**src/rtl/rs232_transmitter.sv**
```systemverilog
// rs232_transmitter: stream-to-UART 8N1 transmitter; define RS232_TRANSMITTER_PARITY_EN for an even-parity bit (8E1).
module rs232_transmitter #(
  parameter int CLOCK_FREQUENCY = 50000000,
  parameter int BAUD_RATE = 115200
) (
  input  logic        clk,
  input  logic        rst,
  input  logic [31:0] rs232_tx,
  input  logic        rs232_tx_stb,
  output logic        rs232_tx_ack,
  output logic        tx
);
  localparam int CLOCKS_PER_BIT = CLOCK_FREQUENCY / BAUD_RATE;
  localparam int CW = CLOCKS_PER_BIT > 1 ? $clog2(CLOCKS_PER_BIT) : 1;
  localparam logic [CW-1:0] LAST = CW'(CLOCKS_PER_BIT - 1);
`ifdef RS232_TRANSMITTER_PARITY_EN
  typedef enum logic [2:0] {IDLE, START, DATA, PARITY, STOP} state_t;
`else
  typedef enum logic [1:0] {IDLE, START, DATA, STOP} state_t;
`endif
  state_t state;
  logic [CW-1:0] cnt;
  logic [2:0] idx;
  logic [7:0] data;
  logic bit_end;
  logic xfer;
  logic unused_hi;
  assign bit_end = cnt == LAST;
  assign xfer = rs232_tx_ack && rs232_tx_stb;
  assign unused_hi = ^rs232_tx[31:8];
  always_ff @(posedge clk) begin
    if (rst) begin
      state <= IDLE;
      tx <= 1'b1;
      rs232_tx_ack <= 1'b0;
      cnt <= '0;
      idx <= '0;
      data <= '0;
    end else begin
      cnt <= (state == IDLE || bit_end) ? '0 : cnt + 1'b1;
      case (state)
        IDLE: begin
          tx <= !xfer;
          rs232_tx_ack <= !xfer;
          if (xfer) begin
            data <= rs232_tx[7:0];
            state <= START;
          end
        end
        START: if (bit_end) begin
          state <= DATA;
          tx <= data[0];
        end
        DATA: if (bit_end) begin
          idx <= idx + 3'd1;
          if (idx == 3'd7) begin
`ifdef RS232_TRANSMITTER_PARITY_EN
            state <= PARITY;
            tx <= ^data;
`else
            state <= STOP;
            tx <= 1'b1;
`endif
          end else
            tx <= data[idx + 3'd1];
        end
`ifdef RS232_TRANSMITTER_PARITY_EN
        PARITY: if (bit_end) begin
          state <= STOP;
          tx <= 1'b1;
        end
`endif
        STOP: if (bit_end) begin
          state <= IDLE;
          rs232_tx_ack <= 1'b1;
        end
        default: state <= IDLE;
      endcase
    end
  end
endmodule

```
**config.mk**
```make
export PLATFORM = sky130hd
export DESIGN_NAME = rs232_transmitter
export DESIGN_NICKNAME = d
export VERILOG_FILES = /design/src/rtl/rs232_transmitter.sv
export SDC_FILE = /design/constraint.sdc
export NUM_CORES = 1
export LEC_CHECK = 0
export ABC_CLOCK_PERIOD_IN_PS = 1820
export CAP_MARGIN = 20
export CORE_ASPECT_RATIO = 0.8
export CORE_MARGIN = 3
export CORE_UTILIZATION = 25
export CTS_CLUSTER_DIAMETER = 100
export CTS_CLUSTER_SIZE = 10
export DETAILED_ROUTE_END_ITERATION = 7
export RECOVER_POWER = 25
export SYNTH_ARGS = -nofsm -noshare
export SYNTH_HDL_FRONTEND = slang
export SYNTH_SLANG_ARGS = --single-unit
```
**constraint.sdc**
```tcl
create_clock -name clk -period 1.82 [get_ports clk]
set_input_delay 0.455 -clock clk [delete_from_list [all_inputs] [get_ports clk]]
set_output_delay 0.455 -clock clk [all_outputs]
set_load 0.005 [all_outputs]
```
## Word-level counts from Yosys, hierarchy flattened

Index checks and enable logic that the tools add are counted.

| operators by class | value |
|---|---|
| add/subtract/negate cells | 2 |
| $lt $le $gt $ge | 1 |
| equality and inequality tests | 10 |
| muxes and demuxes | 14 |
| reduce and logical (&&, ||, !) cells | 12 |

Operators by type and width:

| operator | number |
|---|---|
| 2-to-1 mux 2 bit | 5 |
| != test 2 bit, second input constant | 5 |
| adder 9 x 1 -> 9 bit, second input constant | 1 |
| equality test 9 bit, second input constant | 1 |
| case mux 2 bit (4 select lines) | 1 |
| AND reduction 2 bit | 3 |
| 2-to-1 mux 1 bit | 5 |
| AND reduction 5 bit | 1 |
| equality test 2 bit, second input constant | 2 |
| < comparator 3 x 4 -> 1 bit, second input constant | 1 |
| adder 3 x 1 -> 3 bit, second input constant | 1 |
| binary-select mux 1 bit (select 3 bit) | 1 |
| equality test 3 bit, second input constant | 1 |
| case mux 1 bit (3 select lines) | 1 |
| AND reduction 3 bit | 1 |
| nonzero test 3 bit | 1 |
| equality test 2 x 1 -> 1 bit, second input constant | 1 |
| zero test 2 bit | 1 |
| case mux 1 bit (2 select lines) | 1 |
| nonzero test 2 bit | 1 |
| OR reduction 2 bit | 1 |
| logical AND 1 bit | 1 |
| zero test 1 bit | 1 |
| logical OR 1 bit | 1 |

| storage, ports and cells | value |
|---|---|
| register bits | 24 |
| input bits | 35 |
| output and inout bits | 2 |
| logic and storage cells | 45 |

## Logic depth before layout (Yosys ltp)

Gate-level depths: netlist of the first run.

| depth | value |
|---|---|
| word-level depth | 6 |
| mapped depth | 7 |
| depth with buffers taken out | 6 |

## Least setup slack after synthesis of the first run

No wires, ideal clock.

| timing path | value |
|---|---|
| kind | register -> register |
| from | register cnt[1] |
| to | register cnt[2] |
| setup time | 64 ps |
| data arrival time | 1445 ps |
| required time | 1756 ps |
| slack | 311 ps |
| stages on the path, launching flop included | 8 |
| path buffers | 1 |
| period minus slack after synthesis | 1509 ps |
| cells stage by stage | dfxtp_1 > inv_1 > ha_1 > and4bb_2 > and2_4 > or3_1 > buf_6 > nor2_1 |

| on the way | value |
|---|---|
| cells in the longest elaborated chain, start to end | 3 |
| elaborated cells on any way between the ends | 4 |
| classes of those cells | add/sub (1); eq/ne (1); reduce/logical (2) |

RTL lines:

| element | line | RTL |
|---|---|---|
| from (decl) | 22 | `logic [CW-1:0] cnt;` |
| from (signal assigned) | 40 | `cnt <= (state == IDLE \|\| bit_end) ? '0 : cnt + 1'b1;` |
| parallel branches: the longest is 3 deep, another holds adder 9 x 1 -> 9 bit | - |  |

Parallel ways; which one is timed is not known.
A chain may end at the register's enable or synchronous reset.

## Worst setup path after layout of the first run

| timing path | value |
|---|---|
| from | register state[0] |
| to | register tx |

| on the way | value |
|---|---|
| cells in the longest elaborated chain, start to end | 3 |
| elaborated cells on any way between the ends | 8 |
| classes of those cells | eq/ne (4); mux (1); reduce/logical (3) |

RTL lines:

| element | line | RTL |
|---|---|---|
| from (decl) | 21 | `state_t state;` |
| from (signal assigned) | 33 | `state <= IDLE;` |
| from (signal assigned) | 47 | `state <= START;` |
| from (signal assigned) | 51 | `state <= DATA;` |
| equality test 2 x 1 -> 1 bit (tied with other cells) | 41 | `case (state)` |
| != test 2 bit (no line) / nonzero test 3 bit (equally long branches) | - |  |
| AND reduction 3 bit (no line) | - |  |
| to (signal assigned) | 43 | `tx <= !xfer;` |
| to (signal assigned) | 52 | `tx <= data[0];` |
| to (signal assigned) | 65 | `tx <= data[idx + 3'd1];` |
| to (decl) | 11 | `output logic tx` |

Parallel ways exist; a longest one is shown, timed or not.

==> flow_summary.ini, run 1 <==
[clock_network]
clk_latency_ns = 0.27
cts.sinks = 24
htreeDepth = 1
cts-root-buf = clkbuf_8
cts_tree = yes
post-cts-setup-buffer-count = 0
cts_hold_buf = 0
post_cts_resized = 0
cts_made_buffers = 3
clk_pin_slew_ns = 0.09
clockBufferDepth = 2

[routing]
drt_iter0_markers = 31
avgViaCountPerCell = 4.445
wl_per_cell_um = 10.64
drc = 0
drt_wl_total_um = 2223
ant_nets = 0
drtPass1Iterations = 4
via_count = 929

[hold_path]
hp-class = reg2reg
hold-path-cell-count = 2

[critical_path]
critPathCapture = tx$_SDFFE_PP1P_
critical_path_required_ns = 1.97
cp-start-kind = register
r2r_cells = 6
r2r-start = state[0]$_SDFFE_PP0P_
r2r_end = tx$_SDFFE_PP1P_
r2r_slack_ns = 0.12
crit_path_start = state[0]$_SDFFE_PP0P_
cp.arrival_ns = 1.85
crit_type = reg2reg
critical_path.max_fanout = 4
endpoint_kind = register

[synthesis]
syn_nets = 181
ys_top_cells_by_area = dfxtp_1 41%, ha_1 9.5%, nand2_1 6.4%, nor2_1 5.7%, mux2i_1 5.1%
syn_inst = 137
yosys.area.top_type = dfxtp_1
synth_area_um2 = 1181
synth.distinct_cells = 34
synth_seq_area_share_pct = 40.68
avgSynthCellArea_um2 = 8.621
yosysTopAreaCellShare_pct = 40.68
yosysWarnings = 0
synth_seq_cells = 24

[timing]
fmax_mhz = 589.0
post-route-min-period_ns = 1.698
finalSetupViolCount = 0
worstMarginPinSlew_ns = 0.3579
hold_violations = 0
min_period_over_period_pct = 93.28
relSlewSlack_pct = 76.07
skew_ns = 0.004532
rsz0062_at_grt = false
finalSetupTns_ns = 0
slew_viol_final = 0

[final_layout]
drive_above_1_share_pct = 5.921
stdcell_count = 209
fin_nets = 197
fillers = 474
area_delta_synth_final_pct = 20.87
antenna_cells = 0

[power]
p_leak_nw = 0.5285
finalPower_mw = 1.545
ir_drop_v = 0.0006893
pwr_density_cell_nw_per_um2 = 1082

[floorplanning]
start_util_pct = 27.08
die_y_um = 67.48
die_area_um2 = 5591
num_io_pins = 37
rows = 21
die_x_um = 82.85
design.core.area_um2 = 4362

[placed_design]
routabilityCongestion = 0.7593
dp.cells = 205
hpwlAfterDp_um = 1715
io_buffers = 12

[global_routing]
antenna_found_initial = 0
grt.total_usage_pct = 8.716
grt_pass1_wl_um = 3974
grt_max_degree = 16
grt_overflow = 0
grt_pass1_vias = 878

[run]
cap_violations = 0

[status]
outcome = finished, final reports clean
-- sequential cells by signal, indices dropped and copies added, names as in the netlist --
signal / count
data: 8
rs232_tx_ack: 1
state: 2
tx: 1
idx: 3
cnt: 9
-- how the worst min path moves through the flow --
| stage | startpoint | to | slack, ns |
|---|---|---|---|
| after global placement | data[5]$_SDFFE_PP0P_ | data[5]$_SDFFE_PP0P_ | 0.44 |
| after floorplan | data[1]$_SDFFE_PP0P_ | data[1]$_SDFFE_PP0P_ | 0.43 |
| after global routing | data[2]$_SDFFE_PP0P_ | data[2]$_SDFFE_PP0P_ | 0.48 |
| after detailed placement | data[1]$_SDFFE_PP0P_ | data[1]$_SDFFE_PP0P_ | 0.45 |
| after CTS | data[1]$_SDFFE_PP0P_ | data[1]$_SDFFE_PP0P_ | 0.46 |
| final | data[2]$_SDFFE_PP0P_ | data[2]$_SDFFE_PP0P_ | 0.46 |
-- layer usage --
| layer | track usage (%) | up-vias | wire (µm) | share of wire (%) |
|---|---|---|---|---|
| met3 | 3.415 | 2 | 87 | 3.9 |
| met5 | 0 | - | 0 | 0 |
| li1 | - | 499 | - | - |
| met4 | 0.6122 | 0 | 4 | 0.18 |
| met1 | 12.23 | 417 | 1224 | 55 |
| met2 | 13.20 | 11 | 906 | 41 |
-- cells in the final DEF, fill, tap and decap left out, drive strengths merged, types with 2 or more instances in the layout --
master and n:
clkbuf 4, mux2i 6, nand3 6, nor2 18, and3 2, clkdlybuf4s50 12
nand2 20, nor3b 2, dfxtp 24, inv 5, xor2 3, ha 9
nor3 4, a21o 2, buf 3, xnor2 5, a21oi 10
-- cells in the mapped netlist, drive strengths merged --
cell type	count
nand3b	1
clkbuf	3
xor2	3
mux2i	6
xnor2	5
o221ai	1
a211oi	1
and4b	1
a21o	2
o211ai	1
nand4	1
inv	5
and3	2
a21boi	1
and4bb	1
nor4	1
nor2b	1
nand3	6
ha	9
buf	1
a22oi	1
nor3b	2
a31oi	1
o21bai	1
a311oi	1
nor2	18
nor3	4
dfxtp	24
a21oi	10
o21ai	1
and2	1
nand2	20
or3	1
-- power breakdown --
part | switching, mW | internal (mW)
Combinational | 0.277 | 0.247
Clock | 0.177 | 0.193
Sequential | 0.0566 | 0.595
Total | 0.510 | 1.03
-- worst max-delay path: stages, from the launching register on --
cell	delay, ns
dfxtp_1	0.39
inv_1	0.10
ha_1	0.34
a21boi_0	0.29
o211ai_1	0.13
nor4_1	0.22
o21ai_0	0.11
-- metrics by stage --
stage          hold WS, ns  worst slack (ns)  utilization (%)  area, µm²
2_1_floorplan       0.4296            0.3107                -       1181
3_3_place_gp        0.4412            0.1202            31.47       1373
3_5_place_dp        0.4473            0.1176            31.47       1373
4_1_cts             0.4596            0.1089            32.73       1428
5_1_grt             0.4831          0.006536            32.73       1428
6_report            0.4594            0.1223            32.73       1428
-- cell families (layout without fill, tap and decap cells) --
logic type                 count (synthesis)  after routing  synth area share, %
muxes                                      6              6                5.085
xor gates and xnor gates                   8              8                5.932
buffers and inverters                      9             24                3.496
and+or+nand+nor                           60             60                24.05
DFF                                       24             24                40.68
adders and majority gates                  9              9                9.534
AOI/OAI and AO/OA                         21             21                11.23
-- layout make-up --
class                           count  area [µm²]  area share [%]
Inverter                            5       18.77           1.315
Multi-Input combinational cell    104       659.4           46.19
Clock buffer                        4       55.05           3.856
Timing Repair Buffer               15       142.6           9.991
Tap cell                           57       71.32           4.996
Sequential cell                    24       480.5           33.65
Note: power is estimated with default switching activity, not from simulation.
==> inputs of run 2 (changes only) <==
Settings changed: ABC_AREA from default to 1.
==> flow_summary.ini, run 2 <==
[status]
outcome = finished, final reports clean

[floorplanning]
rows = 21
start_util_pct = 27.20
design.core.area_um2 = 4388
die_x_um = 83.26
num_io_pins = 37
die_y_um = 67.81
die_area_um2 = 5645

[clock_network]
htreeDepth = 1
cts.sinks = 24
cts_hold_buf = 0
post_cts_resized = 0
cts_tree = yes
cts_made_buffers = 3
cts-root-buf = clkbuf_8
post-cts-setup-buffer-count = 0
clk_pin_slew_ns = 0.08
clk_latency_ns = 0.26
clockBufferDepth = 2

[synthesis]
synth_seq_area_share_pct = 40.25
synth.distinct_cells = 26
synth_edf_count = 0
synth_seq_cells = 24
synth_area_um2 = 1194
syn_inst = 160
synthMostInstantiatedCell = nand2_1
yosysWarnings = 0
syn_nets = 204
yosys.area.top_type = dfxtp_1
async_flop_share_pct = 0
synth-main-ff-cell = dfxtp_1
ys_top_cells_by_area = dfxtp_1 40%, nand2_1 11%, ha_1 9.4%, nand3_1 7.1%, a21oi_1 6.7%
synth_commonest_cells = 36 x nand2_1, 24 x dfxtp_1, 17 x inv_1, 17 x nand3_1, 16 x a21oi_1
avgSynthCellArea_um2 = 7.460
yosysTopAreaCellShare_pct = 40.25

[timing]
finalSetupTns_ns = 0
fmax_mhz = 626.9
relSlewSlack_pct = 75.80
skew_ns = 0.001194
post-route-min-period_ns = 1.595
worstMarginPinSlew_ns = 0.3620
slew_viol_final = 0
min_period_over_period_pct = 87.64
setup_slack_ns = 0.2249
hold_violations = 0
finalSetupViolCount = 0
rsz0062_at_grt = false

[placed_design]
routabilityCongestion = 0.7521
dp.cells = 230
post-place-ws_ns = 0.08705
hpwlAfterDp_um = 1703
io_buffers = 12

[final_layout]
antenna_cells = 0
final_common_cell = nand2_1
top_register = cnt
fin_nets = 222
area_delta_synth_final_pct = 20.13
layout_common_cells = 36 x nand2_1, 24 x dfxtp_1, 18 x nand3_1
fillers = 462
multi_input_area_um2 = 626.9
reg.largest.list = cnt (9), data (8), idx (3)
drive_above_1_share_pct = 7.386
stdcell_count = 233
register_area_um2 = 480.5
largest_register_ffs = 9

[global_routing]
grt.total_usage_pct = 8.355
grt_pass1_vias = 890
grt_max_degree = 13
grt_pass1_wl_um = 3788
grt_overflow = 0
antenna_found_initial = 0

[routing]
route.met3.wl_um = 93
via_count = 992
wl_met1_um = 1229
drt_iter0_markers = 31
top_layer = met4
ant_nets = 0
drt_wl_total_um = 2161
drtPass1Iterations = 4
wl_per_cell_um = 9.275
wl_met2_um = 826
avgViaCountPerCell = 4.258
drc = 0

[power]
sw_frac_of_total_pct = 36.35
p_leak_nw = 0.5865
p_comb_share_pct = 40.9
pwr_density_cell_nw_per_um2 = 1118
ir_drop_v = 0.0007130
seqPwrFrac_pct = 40.2
switchingPower_mw = 0.5828
p_int_mw = 1.021
clkPwrFrac_pct = 18.9

[critical_path]
endpoint_kind = output pin
cp-start-kind = register
cpLargestDelayFamily = buffers and inverters
r2r_cells = 7
cp.arrival_ns = 1.14
slowest_delay_ns = 0.52
critical_path.max_fanout = 3
worst-path-buf-inv = 1
worstPathCellList = clkdlybuf4s50_1
cp.depth = 1
crit_type = reg2out
slowest_stage = clkdlybuf4s50_1
critical_path_required_ns = 1.36

[hold_path]
hold-path-cell-count = 2
hp-class = reg2reg

[run]
cap_violations = 0
run 2: cell count changes after synthesis, sizes merged, moves of 5 or more:
cell	change
mux2i	-6
nor2	-5
a21oi	+6
inv	+12
nand2	+18
xnor2	-5
nand3	+13
o21ai	+5
run 2: final cells by class:
class / count / area share, %
Multi-Input combinational cell: 116 / 43.72
Sequential cell: 24 / 33.51
Tap cell: 57 / 4.974
Inverter: 17 / 4.450
Clock buffer: 3 / 2.880
Timing Repair Buffer: 16 / 10.47
run 2: per-stage QoR:
stage	power (mW)	hold WS [ns]	instance area, µm²	utilization [%]
final	1.604	0.4528	1434	32.68
after CTS	1.639	0.4589	1444	32.91
after global routing	1.781	0.4862	1434	32.68
after detailed placement	1.328	0.4449	1403	31.96
after floorplan	1.138	0.4270	1194	-
after global placement	1.334	0.4407	1403	31.96
run 2: per-layer routing:
layer | GRT usage (%) | vias up
met5 | 0 | -
met4 | 1.837 | 0
met3 | 3.171 | 4
met2 | 13.00 | 13
met1 | 11.06 | 415
li1 | - | 560
run 2: cells by family (layout without fill, tap and decap cells):
logic type                 after synthesis  count (layout)  synth area share [%]
AOI/OAI and AO/OA                       26              26                 11.64
xor gates and xnor gates                 1               1                0.7339
adders and majority gates                9               9                 9.434
buffers and inverters                   20              36                 6.394
DFF                                     24              24                 40.25
and+or+nand+nor                         80              80                 31.55
run 2: worst register-to-register path: cells and delay by family, from the launching register on:
kind	cells	cell delay [ns]
AND/OR/NAND/NOR	3	0.50
flip-flops	1	0.36
adder cells (fa/ha/maj)	1	0.26
AO/OA/AOI/OAI	2	0.23
buffers and inverters	1	0.09
run 2: final timing paths:
check | end | slack (ns) | start
worst min-delay path | idx[2]$_SDFFE_PP0P_ | 0.45 | idx[2]$_SDFFE_PP0P_
worst max-delay path | rs232_tx_ack | 0.22 | rs232_tx_ack$_SDFFE_PP0P_
worst max register to register | tx$_SDFFE_PP1P_ | 0.28 | state[0]$_SDFFE_PP0P_
worst min register to register | idx[2]$_SDFFE_PP0P_ | 0.45 | idx[2]$_SDFFE_PP0P_
run 2: power by group through the flow:
stage / combinational, mW / sequential, mW / clock (mW)
finish: 0.655 / 0.645 / 0.303
global placement: 0.674 / 0.659 / 0
global route: 0.781 / 0.653 / 0.347
CTS: 0.672 / 0.646 / 0.321
floorplan: 0.488 / 0.650 / 0
detailed placement: 0.670 / 0.658 / 0
